<file path="src/rtl/feat_extreme_alu_pkg.sv">
// Shared definitions for the per-lane feature extreme/sum ALU.
// Holds the lane op encodings and default geometry.
package feat_extreme_alu_pkg;

  localparam int DEF_DATA_W = 8;
  localparam int DEF_NUM_CH = 4;

  localparam logic [1:0] FUNC_MIN  = 2'b00;
  localparam logic [1:0] FUNC_MAX  = 2'b01;
  localparam logic [1:0] FUNC_SUM  = 2'b10;
  localparam logic [1:0] FUNC_PASS = 2'b11;

endpackage

</file>
<file path="src/rtl/feat_extreme_lane.sv">
// One lane of combinational min/max/saturating-sum/pass logic.
// Unsigned compare; ties and hist value 0 are ordinary values.
module feat_extreme_lane
  import feat_extreme_alu_pkg::*;
#(
  parameter int DATA_W = DEF_DATA_W
) (
  input  logic [1:0]        func,
  input  logic [DATA_W-1:0] hist_data,
  input  logic              hist_v,
  input  logic [DATA_W-1:0] cur_data,
  input  logic              cur_v,
  output logic [DATA_W-1:0] res_data,
  output logic              res_v,
  output logic              res_sat
);

  logic [DATA_W:0] sum;

  always_comb begin
    sum      = {1'b0, hist_data} + {1'b0, cur_data};
    res_data = '0;
    res_v    = 1'b0;
    res_sat  = 1'b0;
    if (cur_v) begin
      res_v    = 1'b1;
      res_data = cur_data;
      if (hist_v) begin
        unique case (1'b1)
          (func == FUNC_MIN):
            res_data = (cur_data < hist_data) ? cur_data : hist_data;
          (func == FUNC_MAX):
            res_data = (cur_data > hist_data) ? cur_data : hist_data;
          (func == FUNC_SUM): begin
            // carry out clamps to all-ones
            res_sat  = sum[DATA_W];
            res_data = sum[DATA_W] ? '1 : sum[DATA_W-1:0];
          end
          default:
            res_data = cur_data;
        endcase
      end
    end
  end

endmodule

</file>
<file path="src/rtl/feat_extreme_alu.sv">
// Multi-lane feature ALU: lanes compute at input, S1 holds results,
// S2 is the output register; valid/ready with stall and flush.
module feat_extreme_alu
  import feat_extreme_alu_pkg::*;
#(
  parameter int DATA_W = DEF_DATA_W,
  parameter int NUM_CH = DEF_NUM_CH
) (
  input  logic                     clk,
  input  logic                     rst_n,
  input  logic                     clear,
  input  logic                     in_valid,
  output logic                     in_ready,
  input  logic [2*NUM_CH-1:0]      func,
  input  logic [NUM_CH*DATA_W-1:0] hist_data,
  input  logic [NUM_CH-1:0]        hist_v,
  input  logic [NUM_CH*DATA_W-1:0] cur_data,
  input  logic [NUM_CH-1:0]        cur_v,
  output logic                     out_valid,
  input  logic                     out_ready,
  output logic [NUM_CH*DATA_W-1:0] out_data,
  output logic [NUM_CH-1:0]        out_v,
  output logic [NUM_CH-1:0]        out_sat
);

  logic [NUM_CH*DATA_W-1:0] res_data;
  logic [NUM_CH-1:0]        res_v;
  logic [NUM_CH-1:0]        res_sat;

  logic                     s1_valid;
  logic [NUM_CH*DATA_W-1:0] s1_data;
  logic [NUM_CH-1:0]        s1_v;
  logic [NUM_CH-1:0]        s1_sat;

  logic s1_adv;
  logic in_fire;

  for (genvar i = 0; i < NUM_CH; i++) begin : g_lane
    feat_extreme_lane #(
      .DATA_W(DATA_W)
    ) u_lane (
      .func     (func[2*i +: 2]),
      .hist_data(hist_data[i*DATA_W +: DATA_W]),
      .hist_v   (hist_v[i]),
      .cur_data (cur_data[i*DATA_W +: DATA_W]),
      .cur_v    (cur_v[i]),
      .res_data (res_data[i*DATA_W +: DATA_W]),
      .res_v    (res_v[i]),
      .res_sat  (res_sat[i])
    );
  end

  assign s1_adv   = ~out_valid | out_ready;
  assign in_ready = ~clear & (~s1_valid | s1_adv);
  assign in_fire  = in_valid & in_ready;

  always_ff @(posedge clk or negedge rst_n) begin
    if (!rst_n) begin
      s1_valid  <= 1'b0;
      s1_data   <= '0;
      s1_v      <= '0;
      s1_sat    <= '0;
      out_valid <= 1'b0;
      out_data  <= '0;
      out_v     <= '0;
      out_sat   <= '0;
    end else if (clear) begin
      s1_valid  <= 1'b0;
      out_valid <= 1'b0;
    end else begin
      if (s1_adv) begin
        out_valid <= s1_valid;
        if (s1_valid) begin
          out_data <= s1_data;
          out_v    <= s1_v;
          out_sat  <= s1_sat;
        end
      end
      // operands are captured only on an accepted beat
      if (in_fire) begin
        s1_valid <= 1'b1;
        s1_data  <= res_data;
        s1_v     <= res_v;
        s1_sat   <= res_sat;
      end else if (s1_adv) begin
        s1_valid <= 1'b0;
      end
    end
  end

endmodule

</file>
<file path="config.mk">
export PLATFORM = sky130hd
export DESIGN_NAME = feat_extreme_alu
export DESIGN_NICKNAME = d
export VERILOG_FILES = /design/src/rtl/feat_extreme_alu_pkg.sv /design/src/rtl/feat_extreme_lane.sv /design/src/rtl/feat_extreme_alu.sv
export SDC_FILE = /design/constraint.sdc
export NUM_CORES = 1
export LEC_CHECK = 0
export CORE_ASPECT_RATIO = 1.75
export CORE_MARGIN = 3
export CORE_UTILIZATION = 53
export CTS_BUF_LIST = sky130_fd_sc_hd__clkbuf_4 sky130_fd_sc_hd__clkbuf_8
export CTS_CLUSTER_SIZE = 10
export DETAILED_ROUTE_END_ITERATION = 8
export DONT_BUFFER_PORTS = 1
export PLACE_DENSITY = 0.72
export SLEW_MARGIN = 15
export SYNTH_ARGS = -nofsm -noshare
export SYNTH_HDL_FRONTEND = slang
export SYNTH_SLANG_ARGS = --single-unit
</file>
<file path="constraint.sdc">
create_clock -name clk -period 2.2 [get_ports clk]
set_input_delay 0.33 -clock clk [delete_from_list [all_inputs] [get_ports clk]]
set_output_delay 0.33 -clock clk [all_outputs]
set_load 0.01 [all_outputs]
</file>
**Yosys cells after proc, flatten, opt, wreduce, memory -nomap -nowiden**

Cells that the tools add are included.
W data, S select, Z words.

- $add $sub $neg: 4
- Magnitude comparators: 8
- Equal/unequal tests: 8
- Multiplexer cells: 45
- Bitwise logic cells: 7
- Reduce and logical (&&, ||, !) cells: 8

Operators by type and width:

| kind | count |
|---|---|
| $mux W8 | 20 |
| $pmux W8 S3 | 4 |
| $add A8 B8 Y9 | 4 |
| $gt A8 B8 Y1 | 4 |
| $lt A8 B8 Y1 | 4 |
| $mux W1 | 21 |
| $eq A2 B1 Y1 const B | 4 |
| $eq A2 B2 Y1 const B | 4 |
| $logic_not A2 Y1 | 4 |
| $not A1 Y1 | 3 |
| $reduce_and A3 Y1 | 1 |
| $reduce_bool A3 Y1 | 1 |
| $and A1 B1 Y1 | 2 |
| $or A1 B1 Y1 | 2 |
| $reduce_and A2 Y1 | 1 |
| $reduce_bool A2 Y1 | 1 |

- Register bits after elaboration: 82

**Logic depth before layout (Yosys ltp)**

- Depth after elaboration: 7
- Gate-level depth with buffers: 11

**Hierarchy**

A second synthesis with hierarchy kept.

- Cell total of the unflattened synthesis: 940
- Area total of the unflattened synthesis: 8237.9 um^2

Modules (own cells, without submodules):

| module | instances | cells each | area an instance (um^2) | sequential area each (um^2) |
|---|---|---|---|---|
| feat_extreme_alu | 1 | 179 | 3061.7 | 2052.0 |
| feat_extreme_lane at g_lane[1].u_lane ... | 2 | 191 | 1292.5 | 0.0 |
| feat_extreme_lane at g_lane[0].u_lane | 1 | 191 | 1296.2 | 0.0 |
| feat_extreme_lane at g_lane[3].u_lane | 1 | 188 | 1295.0 | 0.0 |

**Least setup slack after synthesis**

OpenSTA, ideal clock, no wires.

- Kind: in2reg
- From: in hist_data[16]
- To: reg s1_data[21]
- Data arrival time: 2122 ps
- Path slack: -46 ps
- Cell stages on the path: 9
- Cell sequence: ha_1 fa_1 nand2b_1 a21oi_1 a211o_1 o31ai_4 o21a_1 o21ai_0 o31a_1

- Cells in the longest elaborated chain, start to end: 5
- Elaborated cells on any way between the ends: 9

RTL lines:

| what | line | RTL |
|---|---|---|
| start: declaration | feat_extreme_alu.sv:15 | `input logic [NUM_CH*DATA_W-1:0] hist_data,` |
| $add A8 B8 Y9 (tied with other cells) | feat_extreme_lane.sv:21 | `sum = {1'b0, hist_data} + {1'b0, cur_data};` |
| $mux W8 (on tied branches) | feat_extreme_lane.sv:37, feat_extreme_lane.sv:31, feat_extreme_lane.sv:33 |  |
| $pmux W8 S3 (*) | feat_extreme_lane.sv:29 | `unique case (1'b1)` |
| $mux W8 (*) | feat_extreme_lane.sv:28 | `if (hist_v) begin` |
| $mux W8 (*) | feat_extreme_lane.sv:25 | `if (cur_v) begin` |
| end signal: assignment | feat_extreme_alu.sv:82 | `s1_data <= res_data;` |
| end: declaration | feat_extreme_alu.sv:31 | `logic [NUM_CH*DATA_W-1:0] s1_data;` |

Mark *: on every way between the ends. The rest lies on a longest branch, timed or not.
A chain may end at the register's enable or synchronous reset.

**Final worst setup path**

- From: reg out_valid
- To: reg s1_data[24]

- Cells in the longest elaborated chain, start to end: 6

RTL lines:

| what | line | RTL |
|---|---|---|
| start: declaration | feat_extreme_alu.sv:19 | `output logic out_valid,` |
| start signal: assignment | feat_extreme_alu.sv:72 | `out_valid <= s1_valid;` |
| $not A1 Y1 | feat_extreme_alu.sv:53 | `assign s1_adv = ~out_valid \| out_ready;` |
| $or A1 B1 Y1 | feat_extreme_alu.sv:53 |  |
| $or A1 B1 Y1 | feat_extreme_alu.sv:54 | `assign in_ready = ~clear & (~s1_valid \| s1_adv);` |
| $and A1 B1 Y1 | feat_extreme_alu.sv:54 |  |
| $and A1 B1 Y1 | feat_extreme_alu.sv:55 | `assign in_fire = in_valid & in_ready;` |
| $reduce_and A2 Y1 (no source line) | -- |  |

No other way between the ends.

==> metrics.txt <==
outcome=finished with violations; failing checks=hold timing; Seq/Total Area, Yosys=about 30%; Final Wtd Congestion=between 0.9 and 1; Clk Latency, worst-skew pair=around 350 ps; drt total wl=between 15000 and 20000 um; r2r startpoint=out_valid; Post-Syn Area=a little under 7000 um^2; post-synth cell types=80; Worst R2R Setup Slack=between 100 and 150 ps; total power=approximately 4.5 mW; Initial Util=about 55%; # IOs=between 100 and 150; Final Skew=about 5.8 ps; Post-DP Area=about 7500 um^2; vias per cell=roughly 6.3; Stages on worst setup path=7; synthesized area per cell=8.96 um^2; Fin Hold WS=-334 ps; largest net degree at the start of global routing=83; # resized after CTS=0; maxcap violations=0; crit-path max FO=9; CP endpoint kind=flop; total grt overflow=0; number of flops mapped to enable cells by yosys=0; leakage=around 3.6 nW; Setup violations, final=0; RSZ-0062 raised after global routing=no; die area=~15000 um^2; CP max stage cell=dfrtp_1; Pre-antenna DRT Iters=5; Die Width=92.6 um; vias=just over 6000; FF-to-FF path depth=7; CP arrival=2380 ps; Final Hold Fails=between 80 and 90; RR Endpoint=s1_data[24]; fmax=a little under 0.5 GHz; min cycle time layout=between 2000 and 2500 ps; CP Class=reg2reg; CTS tree=done; Worst Hold Class=in2async; Primary FF master, synth=dfrtp_1; Slew @ Worst Pin=623 ps; first-pass GRT wire length=30400 um; period utilization=about 95%; Max Root-Sink Buffers=2; CP required=~2500 ps; Port-buffer cells=0; Clock transition at path regs=roughly 80 ps; most frequent cells in the layout=dfrtp_1, a21oi_1, ha_1; Die H=approximately 160 um; CP Launch Type=flop; critical path's top delay family=simple AND/OR/NAND/NOR gates; worst slack, placed=-132 ps; commonest non-fill, non-tap cell in the layout=dfrtp_1; CTS buffer count=9; Antenna Cells=0; Syn. warnings=0; Post-Synthesis Cells=just under 800; antenna violations before repair=0; Setup crit start=out_valid; # H-tree levels=3; DP HPWL=14900 um; DRC=0; # rows=between 50 and 60; Clock Sinks=82; Finished Cell Area=roughly 7700 um^2; Critical path buffers and inverters=1; flops & latches, synth=between 80 and 90; Worst Setup EP=s1_data[24]; crit-path cells=and3b_2 -> nor3b_4 -> buf_12 -> nand2_4 -> or3_1 -> or3_1 -> nand3_1; DRT antenna net count=0; fin. max-slew vios=0; Max stage delay on crit path=between 400 and 500 ps; cell at the root of the clock tree=clkbuf_8; Synthesized Nets=929; fin nets=between 900 and 1000; Total GRT Usage=25.8%; VDD IR max=~0.00024 V; Post-synth ARST share=100%; Starting DRT DRC Count=approximately 290; PwrDens=584 nW/um^2; number of global-route vias before repair=roughly 6400; wire per inst=between 15 and 20 um; crit path setup slack, layout=approximately 120 ps; CP dominant cell by count=or3_1; CORE AREA=12600 um^2; Syn-to-layout area delta=11.1%; Slew HR=approximately 58%; layout cell share with drive strength beyond 1=17.8%
## routing by layer
layer	track usage [%]	vias to the layer above	wire (um)
met4	12.3	0	713
met5	0	-	0
li1	-	2927	-
met3	5.64	61	1290
met2	47.9	245	10100
met1	27.2	2987	6900
## area by class of cell
cell class	count	area [um^2]
clock buffers	12	146
multi-input cells	617	4610
repair buffers	56	458
clock inverters	4	51.3
well taps	168	210
inverters	51	191
flip-flops and latches	82	2050
fillers	1096	4920
## Yosys cell counts (all sizes together), types with 5 or more instances
library cell	count	area, um^2
a211o	5	45.0
a211oi	5	42.5
a21boi	5	37.5
a21o	6	45.0
a21oi	66	349
a221oi	7	61.3
a31oi	7	43.8
and2	8	53.8
buf	9	52.6
clkbuf	16	62.6
dfrtp	82	2050
ha	64	801
inv	51	191
mux2	49	552
mux2i	31	310
nand2	58	233
nand2b	19	119
nand3	13	65.1
nand4	12	75.1
nor2	58	218
nor2b	18	113
nor3	5	25.0
o211ai	7	52.6
o21ai	56	284
o221ai	10	87.6
o31a	7	61.3
o31ai	13	111
or2	5	31.3
or3	5	31.3
xnor2	12	105
## where the power goes
part           switching [mW]  total (mW)  internal, mW
Clock                   0.538        1.10         0.566
Combinational           0.677        1.37         0.688
Sequential              0.272        2.04          1.76
## per-stage QoR
| stage | std cells | TNS (ps) | util [%] |
|---|---|---|---|
| 2_1_floorplan | 776 | -17.4 | - |
| 3_3_place_gp | 974 | -922 | 59.5 |
| 3_5_place_dp | 974 | -1700 | 59.5 |
| 4_1_cts | 990 | 0 | 61.1 |
| 5_1_grt | 990 | 0 | 61.1 |
| 6_report | 990 | 0 | 61.1 |
## logic make-up after synthesis
| family | count (synthesis) | synth area share [%] |
|---|---|---|
| simple gates | 214 | 15.5 |
| compound gates | 239 | 23.3 |
| xor+xnor | 16 | 2.02 |
| flops | 82 | 29.5 |
| buf+inv | 77 | 4.54 |
| mux | 80 | 12.4 |
| fa+ha+maj | 68 | 12.7 |
## worst reg2reg max path, stage by stage, from the launching register on
cell and delay, ps:
dfrtp_1 430, and3b_2 270, nor3b_4 230, buf_12 170
nand2_4 90, or3_1 370, or3_1 390, nand3_1 70
## state kept, by name (all words and copies together), names as in the netlist
register   count
s1_sat         4
out_valid      1
s1_v           4
out_sat        4
out_v          4
s1_data       32
out_data      32
s1_valid       1
## worst min path at each step
| stage | slack (ps) | endpoint | from | depth (start not counted) |
|---|---|---|---|---|
| 6_report | -330 | out_data[12] | rst_n | 0 |
| 3_3_place_gp | 40 | s1_data[12] | rst_n | 0 |
| 5_1_grt | -360 | out_data[12] | rst_n | 0 |
| 4_1_cts | -350 | out_data[12] | rst_n | 0 |
| 2_1_floorplan | 30 | out_data[0] | rst_n | 0 |
| 3_5_place_dp | 40 | out_data[12] | rst_n | 0 |
## timing repair
| action | 4_1_cts | 5_1_grt |
|---|---|---|
| endpoints found under the hold margin | 82 | 82 |
| endpoints found under the setup margin | 0 | 0 |
| setup buffers | 0 | 0 |
(Power assumes the default switching activity.)
